File: config.mk
export PLATFORM = sky130hd
export DESIGN_NAME = pkt_fifo_flat
export DESIGN_NICKNAME = d
export VERILOG_FILES = /design/src/rtl/pkt_fifo_pkg.sv /design/src/rtl/avalon_st_if.sv /design/src/rtl/pkt_fifo_mem.sv /design/src/rtl/pkt_fifo.sv /design/src/flat_wrapper.sv
export SDC_FILE = /design/constraint.sdc
export NUM_CORES = 1
export LEC_CHECK = 0
export CORE_ASPECT_RATIO = 0.9
export CORE_UTILIZATION = 48
export DETAILED_ROUTE_END_ITERATION = 8
export GPL_ROUTABILITY_DRIVEN = 0
export GPL_TIMING_DRIVEN = 0
export PLACE_DENSITY = 0.76
export RECOVER_POWER = 50
export SLEW_MARGIN = 5
export SYNTH_ARGS = -nofsm -noshare
export SYNTH_HDL_FRONTEND = slang
export SYNTH_SLANG_ARGS = --single-unit
File: constraint.sdc
create_clock -name clk -period 3 [get_ports clk]
set_input_delay 0.3 -clock clk [delete_from_list [all_inputs] [get_ports clk]]
set_output_delay 0.3 -clock clk [all_outputs]
set_load 0.03 [all_outputs]
File: src/rtl/pkt_fifo_pkg.sv
// Shared types for the store-and-forward packet FIFO.
// The entry type describes one stored beat at the default lane count.
package pkt_fifo_pkg;

  localparam int DATA_BYTES = 1;
  localparam int DROP_CNT_W = 16;

  // A single-byte beat still carries a 1-bit empty field.
  function automatic int empty_w(input int bytes);
    return (bytes > 1) ? $clog2(bytes) : 1;
  endfunction

  localparam int DATA_W  = 8 * DATA_BYTES;
  localparam int EMPTY_W = empty_w(DATA_BYTES);

  typedef struct packed {
    logic [DATA_W-1:0]  data;
    logic               sop;
    logic               eop;
    logic [EMPTY_W-1:0] empty;
  } fifo_entry_t;

  typedef enum logic [1:0] {IDLE, IN_PKT, DROP} wr_state_t;
  typedef enum logic       {NORMAL, RELEASE}    rd_state_t;

endpackage

File: src/rtl/avalon_st_if.sv
// Avalon-ST beat bundle: sink receives beats, source emits them.
interface avalon_st_if #(
  parameter int DATA_WIDTH_IN_BYTES = 1
);
  localparam int DW = 8 * DATA_WIDTH_IN_BYTES;
  localparam int EW = (DATA_WIDTH_IN_BYTES > 1) ? $clog2(DATA_WIDTH_IN_BYTES) : 1;

  logic [DW-1:0] data;
  logic          vld;
  logic          sop;
  logic          eop;
  logic [EW-1:0] empty;
  logic          rdy;

  modport sink   (input data, vld, sop, eop, empty, output rdy);
  modport source (output data, vld, sop, eop, empty, input rdy);
endinterface

File: src/rtl/pkt_fifo_mem.sv
// Simple dual-port register array: synchronous write, asynchronous read.
module pkt_fifo_mem #(
  parameter  int DEPTH = 4,
  parameter  int WIDTH = 8,
  localparam int AW    = $clog2(DEPTH)
) (
  input  logic             clk,
  input  logic             we,
  input  logic [AW-1:0]    waddr,
  input  logic [WIDTH-1:0] wdata,
  input  logic [AW-1:0]    raddr,
  output logic [WIDTH-1:0] rdata
);

  logic [WIDTH-1:0] mem_q [DEPTH];

  always_ff @(posedge clk) begin
    if (we) mem_q[waddr] <= wdata;
  end

  assign rdata = mem_q[raddr];

endmodule

File: src/rtl/pkt_fifo.sv
// Store-and-forward Avalon-ST packet FIFO with packet counting.
// Define PKT_FIFO_DROP_EN to drop packets that overflow instead of releasing them cut-through.
module pkt_fifo
  import pkt_fifo_pkg::*;
#(
  parameter int DATA_WIDTH_IN_BYTES = 1,
  parameter int FIFO_DEPTH          = 4,
  parameter int PKT_CNT_W           = $clog2(FIFO_DEPTH + 1)
) (
  input  logic                             clk,
  input  logic                             rst_n,
  avalon_st_if.sink                        write,
  avalon_st_if.source                      read,
  output logic [$clog2(FIFO_DEPTH+1)-1:0]  fill_level,
  output logic [PKT_CNT_W-1:0]             pkt_count,
  output logic                             full,
  output logic                             empty,
  output logic [DROP_CNT_W-1:0]            drop_cnt
);

  localparam int AW = $clog2(FIFO_DEPTH);
  localparam int CW = $clog2(FIFO_DEPTH + 1);
  localparam int DW = 8 * DATA_WIDTH_IN_BYTES;
  localparam int EW = empty_w(DATA_WIDTH_IN_BYTES);

  typedef struct packed {
    logic [DW-1:0] data;
    logic          sop;
    logic          eop;
    logic [EW-1:0] empty;
  } entry_t;

  function automatic logic [AW-1:0] ptr_inc(input logic [AW-1:0] p);
    return (p == AW'(FIFO_DEPTH - 1)) ? '0 : p + AW'(1);
  endfunction

  logic [AW-1:0]        wr_ptr_q, wr_ptr_d, rd_ptr_q, rd_ptr_d;
  logic [CW-1:0]        fill_q, fill_d;
  logic [PKT_CNT_W-1:0] pkt_q, pkt_d;
  wr_state_t            wr_state_q, wr_state_d;
  entry_t               wr_entry, rd_entry;
  logic                 wr_rdy, rd_vld, hs, push, pop, commit, pkt_dec;

`ifdef PKT_FIFO_DROP_EN
  logic [AW-1:0]         commit_ptr_q, commit_ptr_d;
  logic [CW-1:0]         committed_q, committed_d;
  logic [DROP_CNT_W-1:0] drop_cnt_q, drop_cnt_d;
  logic                  abort, drop_done;
`else
  rd_state_t rd_state_q, rd_state_d;
  logic      rel_wr_q, rel_wr_d;
  logic      enter_rel;
`endif

  assign full     = (fill_q == CW'(FIFO_DEPTH));
  assign empty    = (fill_q == '0);
  assign wr_entry = '{data: write.data, sop: write.sop, eop: write.eop, empty: write.empty};

  pkt_fifo_mem #(.DEPTH(FIFO_DEPTH), .WIDTH($bits(entry_t))) u_mem (
    .clk   (clk),
    .we    (push),
    .waddr (wr_ptr_q),
    .wdata (wr_entry),
    .raddr (rd_ptr_q),
    .rdata (rd_entry)
  );

  always_comb begin
    wr_ptr_d   = wr_ptr_q;
    rd_ptr_d   = rd_ptr_q;
    fill_d     = fill_q;
    pkt_d      = pkt_q;
    wr_state_d = wr_state_q;
`ifdef PKT_FIFO_DROP_EN
    // Mid-packet writers are never stalled; an overflowing packet is discarded instead.
    wr_rdy       = !(full && wr_state_q == IDLE);
    rd_vld       = (pkt_q != '0);
    hs           = write.vld && wr_rdy;
    abort        = hs && wr_state_q == IN_PKT && full;
    push         = hs && !abort && wr_state_q != DROP;
    pop          = rd_vld && read.rdy;
    commit       = push && write.eop;
    pkt_dec      = pop && rd_entry.eop;
    drop_done    = (abort && write.eop) || (hs && wr_state_q == DROP && write.eop);
    commit_ptr_d = commit_ptr_q;
    committed_d  = committed_q;
    drop_cnt_d   = drop_cnt_q;
`else
    wr_rdy    = !full;
    rd_vld    = (rd_state_q == RELEASE) ? !empty : (pkt_q != '0);
    hs        = write.vld && wr_rdy;
    push      = hs;
    pop       = rd_vld && read.rdy;
    // The oversize packet's eop is never committed since it was already streaming out.
    commit    = push && write.eop && !rel_wr_q;
    pkt_dec   = pop && rd_entry.eop && rd_state_q == NORMAL;
    enter_rel = rd_state_q == NORMAL && full && pkt_q == '0;
    rd_state_d = rd_state_q;
    rel_wr_d   = rel_wr_q;
    if (enter_rel) begin
      rd_state_d = RELEASE;
      rel_wr_d   = 1'b1;
    end else if (rd_state_q == RELEASE && pop && rd_entry.eop) begin
      rd_state_d = NORMAL;
    end
    if (push && write.eop) rel_wr_d = 1'b0;
`endif

    if (push) wr_ptr_d = ptr_inc(wr_ptr_q);
    if (pop)  rd_ptr_d = ptr_inc(rd_ptr_q);

    if (push && !pop)      fill_d = fill_q + CW'(1);
    else if (!push && pop) fill_d = fill_q - CW'(1);

    if (commit && !pkt_dec)      pkt_d = pkt_q + PKT_CNT_W'(1);
    else if (!commit && pkt_dec) pkt_d = pkt_q - PKT_CNT_W'(1);

    case (wr_state_q)
      IDLE:    if (push && !write.eop) wr_state_d = IN_PKT;
      IN_PKT: begin
`ifdef PKT_FIFO_DROP_EN
        if (abort)                  wr_state_d = write.eop ? IDLE : DROP;
        else if (push && write.eop) wr_state_d = IDLE;
`else
        if (push && write.eop) wr_state_d = IDLE;
`endif
      end
      DROP:    if (hs && write.eop) wr_state_d = IDLE;
      default: wr_state_d = IDLE;
    endcase

`ifdef PKT_FIFO_DROP_EN
    if (pop) committed_d = committed_q - CW'(1);
    if (commit) begin
      commit_ptr_d = wr_ptr_d;
      committed_d  = fill_d;
    end
    // Rewind the partial packet; committed packets ahead of it stay intact.
    if (abort) begin
      wr_ptr_d = commit_ptr_q;
      fill_d   = committed_q - (pop ? CW'(1) : CW'(0));
    end
    if (drop_done && drop_cnt_q != '1) drop_cnt_d = drop_cnt_q + DROP_CNT_W'(1);
`endif
  end

  always_ff @(posedge clk or negedge rst_n) begin
    if (!rst_n) begin
      wr_ptr_q     <= '0;
      rd_ptr_q     <= '0;
      fill_q       <= '0;
      pkt_q        <= '0;
      wr_state_q   <= IDLE;
`ifdef PKT_FIFO_DROP_EN
      commit_ptr_q <= '0;
      committed_q  <= '0;
      drop_cnt_q   <= '0;
`else
      rd_state_q   <= NORMAL;
      rel_wr_q     <= 1'b0;
`endif
    end else begin
      wr_ptr_q     <= wr_ptr_d;
      rd_ptr_q     <= rd_ptr_d;
      fill_q       <= fill_d;
      pkt_q        <= pkt_d;
      wr_state_q   <= wr_state_d;
`ifdef PKT_FIFO_DROP_EN
      commit_ptr_q <= commit_ptr_d;
      committed_q  <= committed_d;
      drop_cnt_q   <= drop_cnt_d;
`else
      rd_state_q   <= rd_state_d;
      rel_wr_q     <= rel_wr_d;
`endif
    end
  end

  assign write.rdy   = wr_rdy;
  assign read.vld    = rd_vld;
  assign read.data   = rd_entry.data;
  assign read.sop    = rd_vld && rd_entry.sop;
  assign read.eop    = rd_vld && rd_entry.eop;
  assign read.empty  = rd_entry.empty;
  assign fill_level  = fill_q;
  assign pkt_count   = pkt_q;
`ifdef PKT_FIFO_DROP_EN
  assign drop_cnt    = drop_cnt_q;
`else
  assign drop_cnt    = '0;
`endif

endmodule

File: src/flat_wrapper.sv
// flat-port wrapper written by rule: the top's interface ports become plain ports
module pkt_fifo_flat import pkt_fifo_pkg::*;
#(
  parameter int DATA_WIDTH_IN_BYTES = 1,
  parameter int FIFO_DEPTH          = 4,
  parameter int PKT_CNT_W           = $clog2(FIFO_DEPTH + 1)
)
  (clk, rst_n, fill_level, pkt_count, full, empty, drop_cnt, write_data, write_vld, write_sop, write_eop, write_empty, write_rdy, read_data, read_vld, read_sop, read_eop, read_empty, read_rdy);
  avalon_st_if #(.DATA_WIDTH_IN_BYTES(DATA_WIDTH_IN_BYTES)) write_i ();
  avalon_st_if #(.DATA_WIDTH_IN_BYTES(DATA_WIDTH_IN_BYTES)) read_i ();
  input  logic clk;
  input  logic rst_n;
  output logic [$clog2(FIFO_DEPTH+1)-1:0] fill_level;
  output logic [PKT_CNT_W-1:0] pkt_count;
  output logic full;
  output logic empty;
  output logic [DROP_CNT_W-1:0] drop_cnt;
  input wire logic [$bits(write_i.data)-1:0] write_data;
  input wire logic [$bits(write_i.vld)-1:0] write_vld;
  input wire logic [$bits(write_i.sop)-1:0] write_sop;
  input wire logic [$bits(write_i.eop)-1:0] write_eop;
  input wire logic [$bits(write_i.empty)-1:0] write_empty;
  output wire logic [$bits(write_i.rdy)-1:0] write_rdy;
  output wire logic [$bits(read_i.data)-1:0] read_data;
  output wire logic [$bits(read_i.vld)-1:0] read_vld;
  output wire logic [$bits(read_i.sop)-1:0] read_sop;
  output wire logic [$bits(read_i.eop)-1:0] read_eop;
  output wire logic [$bits(read_i.empty)-1:0] read_empty;
  input wire logic [$bits(read_i.rdy)-1:0] read_rdy;
  assign write_i.data = write_data;
  assign write_i.vld = write_vld;
  assign write_i.sop = write_sop;
  assign write_i.eop = write_eop;
  assign write_i.empty = write_empty;
  assign write_rdy = write_i.rdy;
  assign read_data = read_i.data;
  assign read_vld = read_i.vld;
  assign read_sop = read_i.sop;
  assign read_eop = read_i.eop;
  assign read_empty = read_i.empty;
  assign read_i.rdy = read_rdy;
  pkt_fifo #(.DATA_WIDTH_IN_BYTES(DATA_WIDTH_IN_BYTES), .FIFO_DEPTH(FIFO_DEPTH), .PKT_CNT_W(PKT_CNT_W)) u_core (.clk(clk), .rst_n(rst_n), .write(write_i), .read(read_i), .fill_level(fill_level), .pkt_count(pkt_count), .full(full), .empty(empty), .drop_cnt(drop_cnt));
endmodule
## Word level (Yosys, flattened, before mapping)

Memories as Yosys holds them, arrays and structs flattened.
Index checks and enable logic that the tools add are counted.

| word-level totals | value |
|---|---|
| ROM bits | 0 |
| input port bits | 15 |
| register bits | 12 |
| memories kept | 1 |
| output and inout bits | 37 |
| bits in latches | 0 |
| memory bits (writable) | 44 |

Memory list:

| name | depth | width | read ports | clocked after Yosys merged registers in | wr ports | RTL line | text |
|---|---|---|---|---|---|---|---|
| u_core.u_mem.mem_q | 4 | 11 | 1 | 0 | 1 | pkt_fifo_mem.sv:15 | `logic [WIDTH-1:0] mem_q [DEPTH];` |

| cells by class | value |
|---|---|
| multipliers | 0 |
| shift-type cells | 0 |
| mux-type cells | 13 |
| div/mod/pow operators | 0 |
| order comparisons | 0 |
| bitwise logic cells | 1 |
| reduce and logical (&&, ||, !) cells | 30 |
| eq/ne operators | 3 |
| add/sub/neg operators | 6 |

Operators with widths:

| cell | count |
|---|---|
| $logic_and A1 B1 Y1 | 16 |
| $mux W3 | 4 |
| $reduce_bool A2 Y1 | 4 |
| $logic_not A1 Y1 | 7 |
| $mux W1 | 7 |
| $add A3 B1 Y3 const B | 2 |
| $logic_not A3 Y1 | 2 |
| $sub A3 B1 Y3 const B | 2 |
| $add A2 B1 Y2 const B | 2 |
| $eq A2 B2 Y1 const B | 2 |
| $mux W2 | 2 |
| $eq A3 B3 Y1 const B | 1 |
| $reduce_bool A3 Y1 | 1 |
| $not A1 Y1 | 1 |

## Logic depth before layout (Yosys ltp)

| logic depth | value |
|---|---|
| word-level depth | 9 |
| depth in mapped cells | 11 |

## Hierarchy

Synthesis repeated with hierarchy kept, for this count alone.

| second synthesis, totals | value |
|---|---|
| cells, all modules | 134 |
| area total of the unflattened synthesis | 2424.8 µm² |

By module, submodules not included:

| module | area an instance (µm²) | cells an instance | times used |
|---|---|---|---|
| pkt_fifo_mem | 1620.3 | 61 | 1 |
| pkt_fifo | 804.5 | 73 | 1 |

## Least setup slack after synthesis

OpenSTA, ideal clock, no wires.

| path | value |
|---|---|
| path kind | register -> register |
| start point | reg u_core.fill_q[0], in the netlist u_core.fill_level[0] |
| end point | reg u_core.pkt_q[1], in the netlist u_core.pkt_count[1] |
| setup time | 0.125 ns |
| arrival | 2.482 ns |
| cell stages (with the launch flop) | 10 |
| clock period less this slack | 2.606 ns |
| path buffers | 2 |
| slack | 0.394 ns |
| data required time | 2.875 ns |
| cell sequence | dfrtp_1 -> or3b_1 -> buf_6 -> and2_4 -> buf_6 -> and3b_2 -> ha_1 -> inv_1 -> fa_1 -> mux2_2 |

| on the way | value |
|---|---|
| elaborated cells on any way between the ends | 17 |

RTL lines:

| element | RTL line | text |
|---|---|---|
| from (decl) | pkt_fifo.sv:38 | `logic [CW-1:0] fill_q, fill_d;` |
| from (signal assigned) | pkt_fifo.sv:165 | `fill_q <= fill_d;` |
| $eq A3 B3 Y1 | pkt_fifo.sv:55 | `assign full = (fill_q == CW'(FIFO_DEPTH));` |
| $logic_not A1 Y1 | pkt_fifo.sv:89 | `wr_rdy = !full;` |
| via write_rdy | flat_wrapper.sv:23 | `output wire logic [$bits(write_i.rdy)-1:0] write_rdy;` |
| $logic_and A1 B1 Y1 | pkt_fifo.sv:91 | `hs = write.vld && wr_rdy;` |
| via u_core.hs | pkt_fifo.sv:42 | `logic wr_rdy, rd_vld, hs, push, pop, commit, pkt_dec;` |
| $logic_and A1 B1 Y1 (2 in a row) | pkt_fifo.sv:95 | `commit = push && write.eop && !rel_wr_q;` |
| $logic_and A1 B1 Y1 | pkt_fifo.sv:115 | `if (commit && !pkt_dec) pkt_d = pkt_q + PKT_CNT_W'(1);` |
| $mux W3 | pkt_fifo.sv:115 |  |
| via u_core.pkt_d[1] | pkt_fifo.sv:39 | `logic [PKT_CNT_W-1:0] pkt_q, pkt_d;` |
| to (signal assigned) | pkt_fifo.sv:166 | `pkt_q <= pkt_d;` |
| to (decl) | pkt_fifo.sv:39 |  |

The timed path passes the listed nets, and every way through them passes these cells.
A chain may end at the register's enable or synchronous reset.

## Worst setup path after layout

| path | value |
|---|---|
| start point | reg u_core.fill_q[0], in the netlist u_core.fill_level[0] |
| end point | reg u_core.pkt_q[1], in the netlist u_core.pkt_count[1] |

| on the way | value |
|---|---|
| elaborated cells on any way between the ends | 17 |

RTL lines:

| element | RTL line |
|---|---|
| $eq A3 B3 Y1 | pkt_fifo.sv:55 |
| $logic_not A1 Y1 | pkt_fifo.sv:89 |
| $logic_and A1 B1 Y1 | pkt_fifo.sv:91 |
| via u_core.hs | pkt_fifo.sv:42 |
| $logic_and A1 B1 Y1 (2 in a row) | pkt_fifo.sv:95 |
| $logic_and A1 B1 Y1 | pkt_fifo.sv:115 |
| $mux W3 | pkt_fifo.sv:115 |
| via u_core.pkt_d[1] | pkt_fifo.sv:39 |

The timed path passes the listed nets, and every way through them passes these cells.

==> results.yml <==
timing:
  setup_viol: 0
  final_max_slew_viol_count: 0
  slew_headroom_pct: 60.8
  max_freq_mhz: 369
  fin_crit_ns: 2.71
  rsz0062_at_grt: "no"
  whs_ns: 0.416
  skew_ns: 0.00687
  hold_viol: 0
  period_share_pct: 90.3
  setup_tns_ns: 0
  tightest_slew_ns: 0.586
setup_path:
  path_max_fanout: 9
  required_ns: 3.21
  worstSetupPathType: "register to register"
  r2r_cells: 9
  start_kind: "register"
  r2r_setup_slack_ns: 0.29
  endpoint_kind: "register"
  reg2reg_to: "u_core.pkt_count[1]$_DFFE_PN0P_"
  critPathArrivalTime_ns: 2.92
  r2r_start: "u_core.fill_level[0]$_DFFE_PN0P_"
detailed_routing:
  drc: 0
  drt_pass1_iterations: 4
  vias: 1314
  wirelength_um: 4110
  wl_per_cell_um: 15.4
  ant_nets: 0
  via_per_inst: 4.90
  dr.first_iter.drc_count: 91
finish:
  drive_gt1_share_pct: 23.6
  fillers: 355
  final_nets: 226
  num_antenna_cells: 0
  synthToLayoutAreaGrowth_pct: 23.9
synthesis:
  yosys-top-cells-area: "edfxtp_1 53%, dfrtp_1 12%, mux4_2 9.1%"
  ys_seq_area_share_pct: 65.3
  syn_avg_cell_area_um2: 17.1
  syn_inst: 145
  yosys.area.top_type: "edfxtp_1"
  synth-seq-cells: 56
  yosysWarnings: 0
  syn_area_um2: 2480
  synth_top_cell_area_share_pct: 53.2
  synth.distinct_cells: 34
power:
  p_leak_nw: 1.21
  ir_drop_mv: 0.458
  power_density_nw_per_um2: 1040
min_path:
  hold_class: "primary input to asynchronous set/reset pin"
job:
  maxCapViolCount: 0
global_route:
  grt_overflow: 0
  grt_use_total_pct: 16.8
  grt_pass1_wl_um: 6550
  grt_pass1_vias: 1362
  grt_max_degree: 19
  antenna_found_initial: 0
floorplan:
  initial_core_util_pct: 50.5
  rows: 24
  core_area_um2: 4920
  dieHeight_um: 70.3
  die_w_um: 77.8
  die-area_um2: 5470
  ios: 52
clocking:
  hold_buffers: 0
  cts_max_level: 2
  clk_pin_slew_ns: 0.10
  cts_resized: 0
  clock-sinks: 56
  post_cts_buffers: 0
  clockBufferDepth: 2
  cts_tree: "yes"
  clock_latency_ns: 0.32
  cts_buffers: 5
  clock-root-buffer: "clkbuf_8"
run_status:
  status: "completed"
placement:
  dp_hpwl_um: 2960
  io_buffers: 35
-- state kept, by name, summed over array words and instances (netlist names) --
register and cells:
u_core.wr_ptr_q 2, u_core.rd_ptr_q 2, u_core.u_mem.mem_q 44, u_core.rel_wr_q 1, u_core.rd_state_q 1, u_core.fill_level 3
u_core.pkt_count 3
-- layer usage --
| layer | up-vias | track usage (%) | wire, µm |
|---|---|---|---|
| li1 | 620 | - | - |
| met1 | 649 | 19.1 | 1700 |
| met2 | 37 | 29.9 | 2160 |
| met3 | 8 | 3.79 | 154 |
| met4 | 0 | 8.18 | 93 |
| met5 | - | 0 | 0 |
-- layout make-up --
type                       count  area [µm²]  share of cell area [%]
tap                           65        81.3                    2.64
clock inverter                 3        47.5                    1.54
timing repair buffer          35         350                    11.4
inverter                       7        26.3                   0.853
multi-input combinational     75         731                    23.7
buffer                        22         153                    4.96
sequential                    56        1620                    52.7
clock buffer                   5        68.8                    2.23
-- where the power goes --
group,switching [mW],total [mW],internal (mW)
Clock,0.252,0.504,0.252
Sequential,0.122,1.18,1.06
Combinational,0.823,1.52,0.699
Total,1.20,3.20,2.01
-- cell families (layout without fill, tap and decap cells) --
logic type               Yosys count  in the layout  synth area share (%)
XOR/XNOR                           6              6                  2.11
AO/OA/AOI/OAI                      3              3                 0.957
adder cells (fa/ha/maj)            9              9                  5.14
buffers and inverters             29             72                  7.50
other                              1             16                 0.151
AND/OR/NAND/NOR                   22             22                  5.54
multiplexers                      19             19                  13.3
flip-flops                        56             56                  65.3
-- synthesized netlist by cell type (all sizes together) --
| cell | number |
|---|---|
| xor2 | 4 |
| clkbuf | 1 |
| and3b | 1 |
| nor2 | 6 |
| mux4 | 10 |
| o221ai | 1 |
| dfrtp | 12 |
| or4 | 1 |
| a2bb2oi | 1 |
| nand2 | 2 |
| o22ai | 1 |
| nor3 | 1 |
| buf | 21 |
| conb | 1 |
| nand3 | 2 |
| and2 | 1 |
| mux2i | 2 |
| inv | 7 |
| xnor2 | 2 |
| edfxtp | 44 |
| ha | 7 |
| or3b | 1 |
| and3 | 5 |
| fa | 2 |
| nand2b | 1 |
| mux2 | 7 |
| or4b | 1 |
-- placed cells by master (no fill, tap or decap), types with 3 or more instances in the layout --
cell type and count:
edfxtp_1 44, clkdlybuf4s50_1 23, buf_4 16, conb_1 16
dlygate4sd3_1 12, dfrtp_1 12, mux4_2 10, inv_1 7
ha_1 7, nor2_1 6, clkbuf_8 5, xor2_1 4
and3_1 3, mux2_2 3
-- through the flow --
step	std cells	instance area [µm²]	worst slack, ns	utilization, %	total power, mW
2_1_floorplan	160	2540	0.394	-	2.21
3_3_place_gp	260	2970	0.478	60.4	2.68
3_5_place_dp	260	2970	0.415	60.4	2.75
4_1_cts	268	3090	0.277	62.7	3.25
5_1_grt	268	3080	0.143	62.5	3.37
6_report	268	3080	0.290	62.5	3.20
-- critical path, cell delays in order, from the launching register on --
cell	delay, ns
dfrtp_1	0.47
or3b_1	0.42
clkbuf_1	0.21
and2_4	0.21
buf_6	0.13
and3b_2	0.19
ha_1	0.23
inv_1	0.08
fa_1	0.40
mux2_2	0.27
-- worst max path at each step --
stage,start,to,slack [ns]
after floorplan,u_core.fill_level[0]$_DFFE_PN0P_,u_core.pkt_count[1]$_DFFE_PN0P_,0.39
after global placement,u_core.fill_level[0]$_DFFE_PN0P_,u_core.pkt_count[1]$_DFFE_PN0P_,0.48
after detailed placement,u_core.fill_level[0]$_DFFE_PN0P_,u_core.pkt_count[1]$_DFFE_PN0P_,0.41
after CTS,u_core.rd_ptr_q[0]$_DFFE_PN0N_,read_eop,0.28
after global routing,u_core.rd_ptr_q[0]$_DFFE_PN0N_,read_eop,0.14
final,u_core.fill_level[0]$_DFFE_PN0P_,u_core.pkt_count[1]$_DFFE_PN0P_,0.29
Note: power is estimated with default switching activity, not from simulation.
